===== src/rtl/mkgauss_ctrl_if.sv =====
// Streaming bundle around mkgauss_ctrl: random-word source, sampler r1/r2 and val,
// and the downstream sample output. The controller is the master side.
interface mkgauss_ctrl_if #(
    parameter int MAX_LOGN = 10
);
    logic                rnd_valid;
    logic                rnd_ready;
    logic [63:0]         rnd_data;
    logic                r1_valid;
    logic [63:0]         r1;
    logic                r2_valid;
    logic [63:0]         r2;
    logic                val_valid;
    logic [31:0]         val;
    logic                out_valid;
    logic                out_ready;
    logic [31:0]         out_data;
    logic [MAX_LOGN-1:0] out_idx;

    modport master (
        input  rnd_valid, rnd_data, val_valid, val, out_ready,
        output rnd_ready, r1_valid, r1, r2_valid, r2, out_valid, out_data, out_idx
    );

    modport slave (
        output rnd_valid, rnd_data, val_valid, val, out_ready,
        input  rnd_ready, r1_valid, r1, r2_valid, r2, out_valid, out_data, out_idx
    );
endinterface


===== src/rtl/mkgauss_ctrl.sv =====
// Batch sequencer for the mkgauss sampler: feeds r1/r2 word pairs, buffers the
// returned samples in a small FIFO and streams them out with an index.
module mkgauss_ctrl #(
    parameter int FIFO_DEPTH = 4,
    parameter int MAX_LOGN   = 10
) (
    input  logic           clk,
    input  logic           rst_n,
    input  logic           start,
    input  logic [3:0]     logn,
    input  logic           abort,
    output logic           busy,
    output logic           done,
    output logic           err,
    mkgauss_ctrl_if.master bus
);
    localparam int AW = $clog2(FIFO_DEPTH);
    localparam int CW = AW + 1;
    localparam int SW = CW + 1;
    localparam int NW = MAX_LOGN + 1;

    typedef enum logic [1:0] {IDLE, ISSUE_R1, ISSUE_R2, DRAIN} state_t;

    state_t        state_q, state_d;
    logic [NW-1:0] n_q, n_d;
    logic [NW-1:0] issued_q, issued_d;
    logic [NW-1:0] delivered_q, delivered_d;
    logic [CW-1:0] inflight_q, inflight_d;
    logic [CW-1:0] count_q, count_d;
    logic [AW-1:0] wr_ptr_q, wr_ptr_d;
    logic [AW-1:0] rd_ptr_q, rd_ptr_d;
    logic [31:0]   mem_q [FIFO_DEPTH];
    logic [31:0]   mem_d [FIFO_DEPTH];
    logic          busy_q, busy_d;
    logic          done_q, done_d;
    logic          err_q, err_d;
    logic          r1_valid_q, r1_valid_d;
    logic          r2_valid_q, r2_valid_d;
    logic [63:0]   r1_q, r1_d;
    logic [63:0]   r2_q, r2_d;

    logic credit;
    logic rnd_ready;
    logic rnd_fire;
    logic out_valid;
    logic pop;
    logic fifo_full;
    logic accept_val;
    logic push;
    logic overflow;

    // Samples already requested but not yet returned must all fit in the FIFO,
    // because the sampler cannot be stalled.
    assign credit     = ({1'b0, inflight_q} + {1'b0, count_q}) < SW'(FIFO_DEPTH);
    assign rnd_ready  = (state_q == ISSUE_R1) ? credit : (state_q == ISSUE_R2);
    assign rnd_fire   = bus.rnd_valid & rnd_ready;
    assign out_valid  = (count_q != '0);
    assign pop        = out_valid & bus.out_ready;
    assign fifo_full  = (count_q == CW'(FIFO_DEPTH));
    assign accept_val = bus.val_valid & (inflight_q != '0);
    assign push       = accept_val & (~fifo_full | pop);
    assign overflow   = accept_val & fifo_full & ~pop;

    always_comb begin
        state_d     = state_q;
        n_d         = n_q;
        issued_d    = issued_q;
        delivered_d = delivered_q;
        inflight_d  = inflight_q;
        count_d     = count_q;
        wr_ptr_d    = wr_ptr_q;
        rd_ptr_d    = rd_ptr_q;
        mem_d       = mem_q;
        busy_d      = busy_q;
        done_d      = 1'b0;
        err_d       = err_q;
        r1_valid_d  = 1'b0;
        r2_valid_d  = 1'b0;
        r1_d        = r1_q;
        r2_d        = r2_q;

        if (push) begin
            mem_d[wr_ptr_q] = bus.val;
            wr_ptr_d        = wr_ptr_q + AW'(1);
        end
        if (pop) begin
            rd_ptr_d    = rd_ptr_q + AW'(1);
            delivered_d = delivered_q + NW'(1);
        end
        if (push && !pop) begin
            count_d = count_q + CW'(1);
        end else if (pop && !push) begin
            count_d = count_q - CW'(1);
        end
        if (accept_val) begin
            inflight_d = inflight_q - CW'(1);
        end
        if (overflow) begin
            err_d = 1'b1;
        end

        case (state_q)
            IDLE: begin
                if (start) begin
                    if (32'(logn) > MAX_LOGN) begin
                        err_d = 1'b1;
                    end else begin
                        n_d         = NW'(1) << logn;
                        issued_d    = '0;
                        delivered_d = '0;
                        err_d       = 1'b0;
                        busy_d      = 1'b1;
                        state_d     = ISSUE_R1;
                    end
                end
            end
            ISSUE_R1: begin
                if (rnd_fire) begin
                    r1_d       = bus.rnd_data;
                    r1_valid_d = 1'b1;
                    state_d    = ISSUE_R2;
                end
            end
            ISSUE_R2: begin
                if (rnd_fire) begin
                    r2_d       = bus.rnd_data;
                    r2_valid_d = 1'b1;
                    inflight_d = inflight_d + CW'(1);
                    issued_d   = issued_q + NW'(1);
                    state_d    = (issued_q + NW'(1) == n_q) ? DRAIN : ISSUE_R1;
                end
            end
            DRAIN: begin
                if (delivered_q == n_q) begin
                    done_d  = 1'b1;
                    busy_d  = 1'b0;
                    state_d = IDLE;
                end
            end
            default: state_d = IDLE;
        endcase

        // Abort wins over everything; late sampler returns then hit the zero-inflight drop path.
        if (abort) begin
            state_d    = IDLE;
            count_d    = '0;
            wr_ptr_d   = '0;
            rd_ptr_d   = '0;
            inflight_d = '0;
            busy_d     = 1'b0;
            done_d     = 1'b0;
            r1_valid_d = 1'b0;
            r2_valid_d = 1'b0;
        end
    end

    always_ff @(posedge clk or negedge rst_n) begin
        if (!rst_n) begin
            state_q     <= IDLE;
            n_q         <= '0;
            issued_q    <= '0;
            delivered_q <= '0;
            inflight_q  <= '0;
            count_q     <= '0;
            wr_ptr_q    <= '0;
            rd_ptr_q    <= '0;
            for (int i = 0; i < FIFO_DEPTH; i++) begin
                mem_q[i] <= '0;
            end
            busy_q      <= 1'b0;
            done_q      <= 1'b0;
            err_q       <= 1'b0;
            r1_valid_q  <= 1'b0;
            r2_valid_q  <= 1'b0;
            r1_q        <= '0;
            r2_q        <= '0;
        end else begin
            state_q     <= state_d;
            n_q         <= n_d;
            issued_q    <= issued_d;
            delivered_q <= delivered_d;
            inflight_q  <= inflight_d;
            count_q     <= count_d;
            wr_ptr_q    <= wr_ptr_d;
            rd_ptr_q    <= rd_ptr_d;
            mem_q       <= mem_d;
            busy_q      <= busy_d;
            done_q      <= done_d;
            err_q       <= err_d;
            r1_valid_q  <= r1_valid_d;
            r2_valid_q  <= r2_valid_d;
            r1_q        <= r1_d;
            r2_q        <= r2_d;
        end
    end

    assign busy          = busy_q;
    assign done          = done_q;
    assign err           = err_q;
    assign bus.rnd_ready = rnd_ready;
    assign bus.r1_valid  = r1_valid_q;
    assign bus.r1        = r1_q;
    assign bus.r2_valid  = r2_valid_q;
    assign bus.r2        = r2_q;
    assign bus.out_valid = out_valid;
    assign bus.out_data  = out_valid ? mem_q[rd_ptr_q] : '0;
    assign bus.out_idx   = delivered_q[MAX_LOGN-1:0];
endmodule


===== src/flat_wrapper.sv =====
// flat-port wrapper written by rule: the top's interface ports become plain ports
module mkgauss_ctrl_flat 
#(
    parameter int FIFO_DEPTH = 4,
    parameter int MAX_LOGN   = 10
)
  (clk, rst_n, start, logn, abort, busy, done, err, bus_rnd_valid, bus_rnd_data, bus_val_valid, bus_val, bus_out_ready, bus_rnd_ready, bus_r1_valid, bus_r1, bus_r2_valid, bus_r2, bus_out_valid, bus_out_data, bus_out_idx);
  mkgauss_ctrl_if #(.MAX_LOGN(MAX_LOGN)) bus_i ();
  input  logic clk;
  input  logic rst_n;
  input  logic start;
  input  logic [3:0] logn;
  input  logic abort;
  output logic busy;
  output logic done;
  output logic err;
  input wire logic [$bits(bus_i.rnd_valid)-1:0] bus_rnd_valid;
  input wire logic [$bits(bus_i.rnd_data)-1:0] bus_rnd_data;
  input wire logic [$bits(bus_i.val_valid)-1:0] bus_val_valid;
  input wire logic [$bits(bus_i.val)-1:0] bus_val;
  input wire logic [$bits(bus_i.out_ready)-1:0] bus_out_ready;
  output wire logic [$bits(bus_i.rnd_ready)-1:0] bus_rnd_ready;
  output wire logic [$bits(bus_i.r1_valid)-1:0] bus_r1_valid;
  output wire logic [$bits(bus_i.r1)-1:0] bus_r1;
  output wire logic [$bits(bus_i.r2_valid)-1:0] bus_r2_valid;
  output wire logic [$bits(bus_i.r2)-1:0] bus_r2;
  output wire logic [$bits(bus_i.out_valid)-1:0] bus_out_valid;
  output wire logic [$bits(bus_i.out_data)-1:0] bus_out_data;
  output wire logic [$bits(bus_i.out_idx)-1:0] bus_out_idx;
  assign bus_i.rnd_valid = bus_rnd_valid;
  assign bus_i.rnd_data = bus_rnd_data;
  assign bus_i.val_valid = bus_val_valid;
  assign bus_i.val = bus_val;
  assign bus_i.out_ready = bus_out_ready;
  assign bus_rnd_ready = bus_i.rnd_ready;
  assign bus_r1_valid = bus_i.r1_valid;
  assign bus_r1 = bus_i.r1;
  assign bus_r2_valid = bus_i.r2_valid;
  assign bus_r2 = bus_i.r2;
  assign bus_out_valid = bus_i.out_valid;
  assign bus_out_data = bus_i.out_data;
  assign bus_out_idx = bus_i.out_idx;
  mkgauss_ctrl #(.FIFO_DEPTH(FIFO_DEPTH), .MAX_LOGN(MAX_LOGN)) u_core (.clk(clk), .rst_n(rst_n), .start(start), .logn(logn), .abort(abort), .busy(busy), .done(done), .err(err), .bus(bus_i));
endmodule

===== config.mk =====
export PLATFORM = sky130hd
export DESIGN_NAME = mkgauss_ctrl_flat
export DESIGN_NICKNAME = d
export VERILOG_FILES = /design/src/rtl/mkgauss_ctrl_if.sv /design/src/rtl/mkgauss_ctrl.sv /design/src/flat_wrapper.sv
export SDC_FILE = /design/constraint.sdc
export NUM_CORES = 1
export LEC_CHECK = 0
export CAP_MARGIN = 25
export CORE_MARGIN = 2
export CORE_UTILIZATION = 47
export DETAILED_ROUTE_END_ITERATION = 12
export GPL_TIMING_DRIVEN = 0
export HOLD_SLACK_MARGIN = 0.05
export PLACE_DENSITY = 0.75
export REMOVE_ABC_BUFFERS = 1
export SYNTH_ARGS = -nofsm -noshare
export SYNTH_HDL_FRONTEND = slang
export SYNTH_SLANG_ARGS = --single-unit

===== constraint.sdc =====
create_clock -name clk -period 2.04 [get_ports clk]
set_input_delay 0.408 -clock clk [delete_from_list [all_inputs] [get_ports clk]]
set_output_delay 0.408 -clock clk [all_outputs]
set_load 0.05 [all_outputs]

==> key figures <==
Logic synthesis
  – Area fraction in compound gates after synthesis: 3.56%
  – Most common cell in the synthesized netlist: dfrtp_1
  – FFs w/ async S/R, synth: 100%
  – Mux contribution to synthesized area: 22.6%
  – Post-synth EDFFs: 0
  – Post-synthesis adder-cell area fraction: 1.14%
  – Yosys warns: 0
  – Sequential share of the synthesized area: 55.3%
  – Average size of a mapped cell: 12.4 um2
  – Xor/xnor share of the synthesized area: 2.47%
  – Largest family of logic cells by synthesized area: multiplexers
  – Cell area after synthesis: 13800 um2
  – Cell taking the most area after synthesis: dfrtp_1
  – Yosys top cell area share: 55.3%
  – Top post-synthesis cells by area: dfrtp_1 (55%), mux2_2 (12%), nand2_1 (6.2%)
  – Synthesized netlist cell count: 1113
  – Yosys reg bits: 306
  – Post-synth cell types: 62
  – Top post-synthesis cells by count: dfrtp_1 (306), nand2_1 (228), mux2_2 (143)
  – Synth Area in Simple Gates: 11.5%
  – Top_reg_cell synth: dfrtp_1

Clock tree
  – CTS tree: done
  – CTS clk-pin slew, worst paths: 0.06 ns
  – # H-tree levels: 2
  – Total CTS buffers: 35
  – Root buf cell: clkbuf_16
  – Worst-Skew Late Latency: 0.52 ns
  – Clk sinks: 306
  – CTS Buffer Depth: 3

Timing
  – Unrepaired setup endpoints after global routing: yes
  – Worst slew pin tran: 0.756 ns
  – Fin Setup TNS: -39.72 ns
  – Crit path setup slack, layout: -0.536 ns
  – Final hold violation count: 0
  – Hold Slack: 0.452 ns
  – Worst Skew: 0.0167 ns
  – FMAX: 388 MHz
  – Setup violations, final: 107
  – Period utilization: 126%
  – Headroom to the max-slew limit: 49.5%
  – Final Slew Violations: 0
  – Post-layout minimum cycle time: 2.58 ns

Outcome
  – Failing checks: negative setup slack
  – Status: complete, but fails checks

Worst setup path
  – WP buf/inv: 1
  – Slowest-stage cell, CP: or4b_4
  – Worst path cell trace: ha_4 > or4b_4 > nor2_4 > a22o_1 > buf_6
  – Critical path arrival: 2.17 ns
  – Delay-heaviest family, CP: simple AND/OR/NAND/NOR gates
  – Endpoint class of the critical path: output pin
  – Required time of the critical path: 1.63 ns
  – Slowest Stage Delay on Critical Path: 0.53 ns
  – Setup CP Type: flip-flop to output pin
  – Critical-path maximum fanout: 2
  – Startpoint types: flip-flop

Min path
  – Worst min path class: input port to flip-flop

Power and ir drop
  – Leak pwr: 9.46 nW
  – Pwr per Cell Area: 1820 nW/um2
  – Maximum vdd drop: 0.00129 V
  – Total power: 35.4 mW

Floorplan
  – Starting Density: 48.0%
  – Num rows: 62
  – Die height: 176 um
  – Die area: 30900 um2
  – Die width: 176 um
  – Ports: 284
  – Placeable Area: 28900 um2

Drt
  – Vias per cell: 5.32
  – Routed vias: 9852
  – Router iterations before antenna repair: 5
  – Initial detailed-routing violation count: 380
  – DRC: 0
  – Final wirelength: 36700 um
  – Drt wl/cell: 19.8 um
  – ANT nets after route: 0

Global routing
  – Initial antenna violation count: 2
  – Vias in the first global route: 10400
  – Largest net degree at the start of global routing: 124
  – All-Layer GR Usage: 23.5%
  – First-pass GRT wire length: 57000 um
  – Overflow after GRT: 0

Cells and area
  – Final Instance Area: 19400 um2
  – Final non-filler cell total: 1851
  – Share of cells above drive strength 1: 30.9%
  – Syn-to-layout area delta: 40.4%
  – Nets: 1560
  – Flip-flop and latch area: 7670 um2
  – Multi-input logic area: 6250 um2
  – Util after Layout: 67.4%
  – FILL cells: 2087

Job
  – Max-cap violations: 0

Place
  – Placed insts: 1716
  – Dpl cell area: 17000 um2
  – Pre-CTS setup slack: -0.994 ns
  – Routability cong.: 0.810
  – Number of buffers added on ports: 283
  – DP HPWL: 22000 um
==> cell usage in the layout, fill, tap and decap left out, drive strengths merged, types with 17 or more instances in the layout <==
cell type        n
clkbuf          50
nor2b           36
mux4            32
buf            108
dfrtp          306
o21ai           28
dlygate4sd2    143
mux2           192
clkdlybuf4s50  105
nor2            41
inv             17
nand2          232
xor2            23
==> metal layers <==
| metal | global-route usage, % | wire length [um] | vias up | share of wire [%] |
|---|---|---|---|---|
| met5 | 0 | 0 | - | 0 |
| met4 | 7.89 | 846 | 0 | 2.3 |
| met3 | 7.21 | 2900 | 59 | 7.9 |
| met2 | 40.3 | 18500 | 334 | 50 |
| met1 | 28.3 | 14400 | 4978 | 39 |
| li1 | - | - | 4481 | - |
==> cell type report <==
cell class / count / share of cell area, %
repair buffers: 359 / 19.6
diodes: 2 / 0.0257
flip-flops and latches: 306 / 39.4
clock buffers: 48 / 5.17
clock inverters: 13 / 0.830
multi-input cells: 723 / 32.1
well taps: 384 / 2.47
inverters: 16 / 0.309
==> worst paths after layout <==
kind | start | endpoint | slack [ns] | cells after the start
max in group asynchronous | rst_n | u_core.rd_ptr_q[0] | 0.53 | 3
setup reg to reg | u_core.count_q[2] | u_core.bus.r1[32] | -0.46 | 9
min in group asynchronous | rst_n | u_core.mem_q[109] | 0.46 | 2
hold / removal | bus_rnd_data[61] | u_core.bus.r2[61] | 0.45 | 3
hold reg to reg | u_core.bus.r2[55] | u_core.bus.r2[55] | 0.46 | 2
setup / recovery | u_core.count_q[2] | bus_rnd_ready | -0.54 | 5
==> timing repair <==
| action | 4_1_cts | 5_1_grt |
|---|---|---|
| hold endpoints to repair | 72 | 0 |
| gates cloned | 12 | 2 |
| hold buffers | 1 | 0 |
| setup buffers | 41 | 18 |
| pin swaps | 15 | 10 |
| gates resized for setup | 433 | 92 |
| setup endpoints to repair | 391 | 238 |
==> flip-flops by register name, indices dropped and copies added (netlist names) <==
signal / flops
u_core.bus.r1_valid: 1
u_core.busy: 1
u_core.err: 1
u_core.bus.r1: 64
u_core.count_q: 3
u_core.bus.r2: 64
u_core.rd_ptr_q: 2
u_core.delivered_q: 11
u_core.bus.r2_valid: 1
u_core.inflight_q: 3
u_core.issued_q: 11
u_core.n_q: 11
u_core.wr_ptr_q: 2
u_core.mem_q: 128
u_core.done: 1
u_core.state_q: 2
==> report_power, final <==
part	total, mW	internal (mW)	switching, mW
logic	19.1	7.99	11.1
clock network	6.32	3.84	2.48
registers	10.0	8.49	1.51
total	35.4	20.3	15.1
==> worst reg2reg max path, cell delays in order (launching register included) <==
cell	delay, ns
dfrtp_2	0.43
ha_4	0.24
or4b_4	0.53
nor2_4	0.10
buf_4	0.11
buf_6	0.10
nand3_4	0.20
buf_12	0.23
buf_16	0.14
mux2_4	0.31
==> cell families after synthesis <==
family,after synthesis
AO/OA/AOI/OAI,75
adder cells (fa/ha/maj),12
multiplexers,231
AND/OR/NAND/NOR,361
flip-flops,306
XOR/XNOR,39
buffers and inverters,89
No activity file was read; power rests on OpenSTA's default activity.
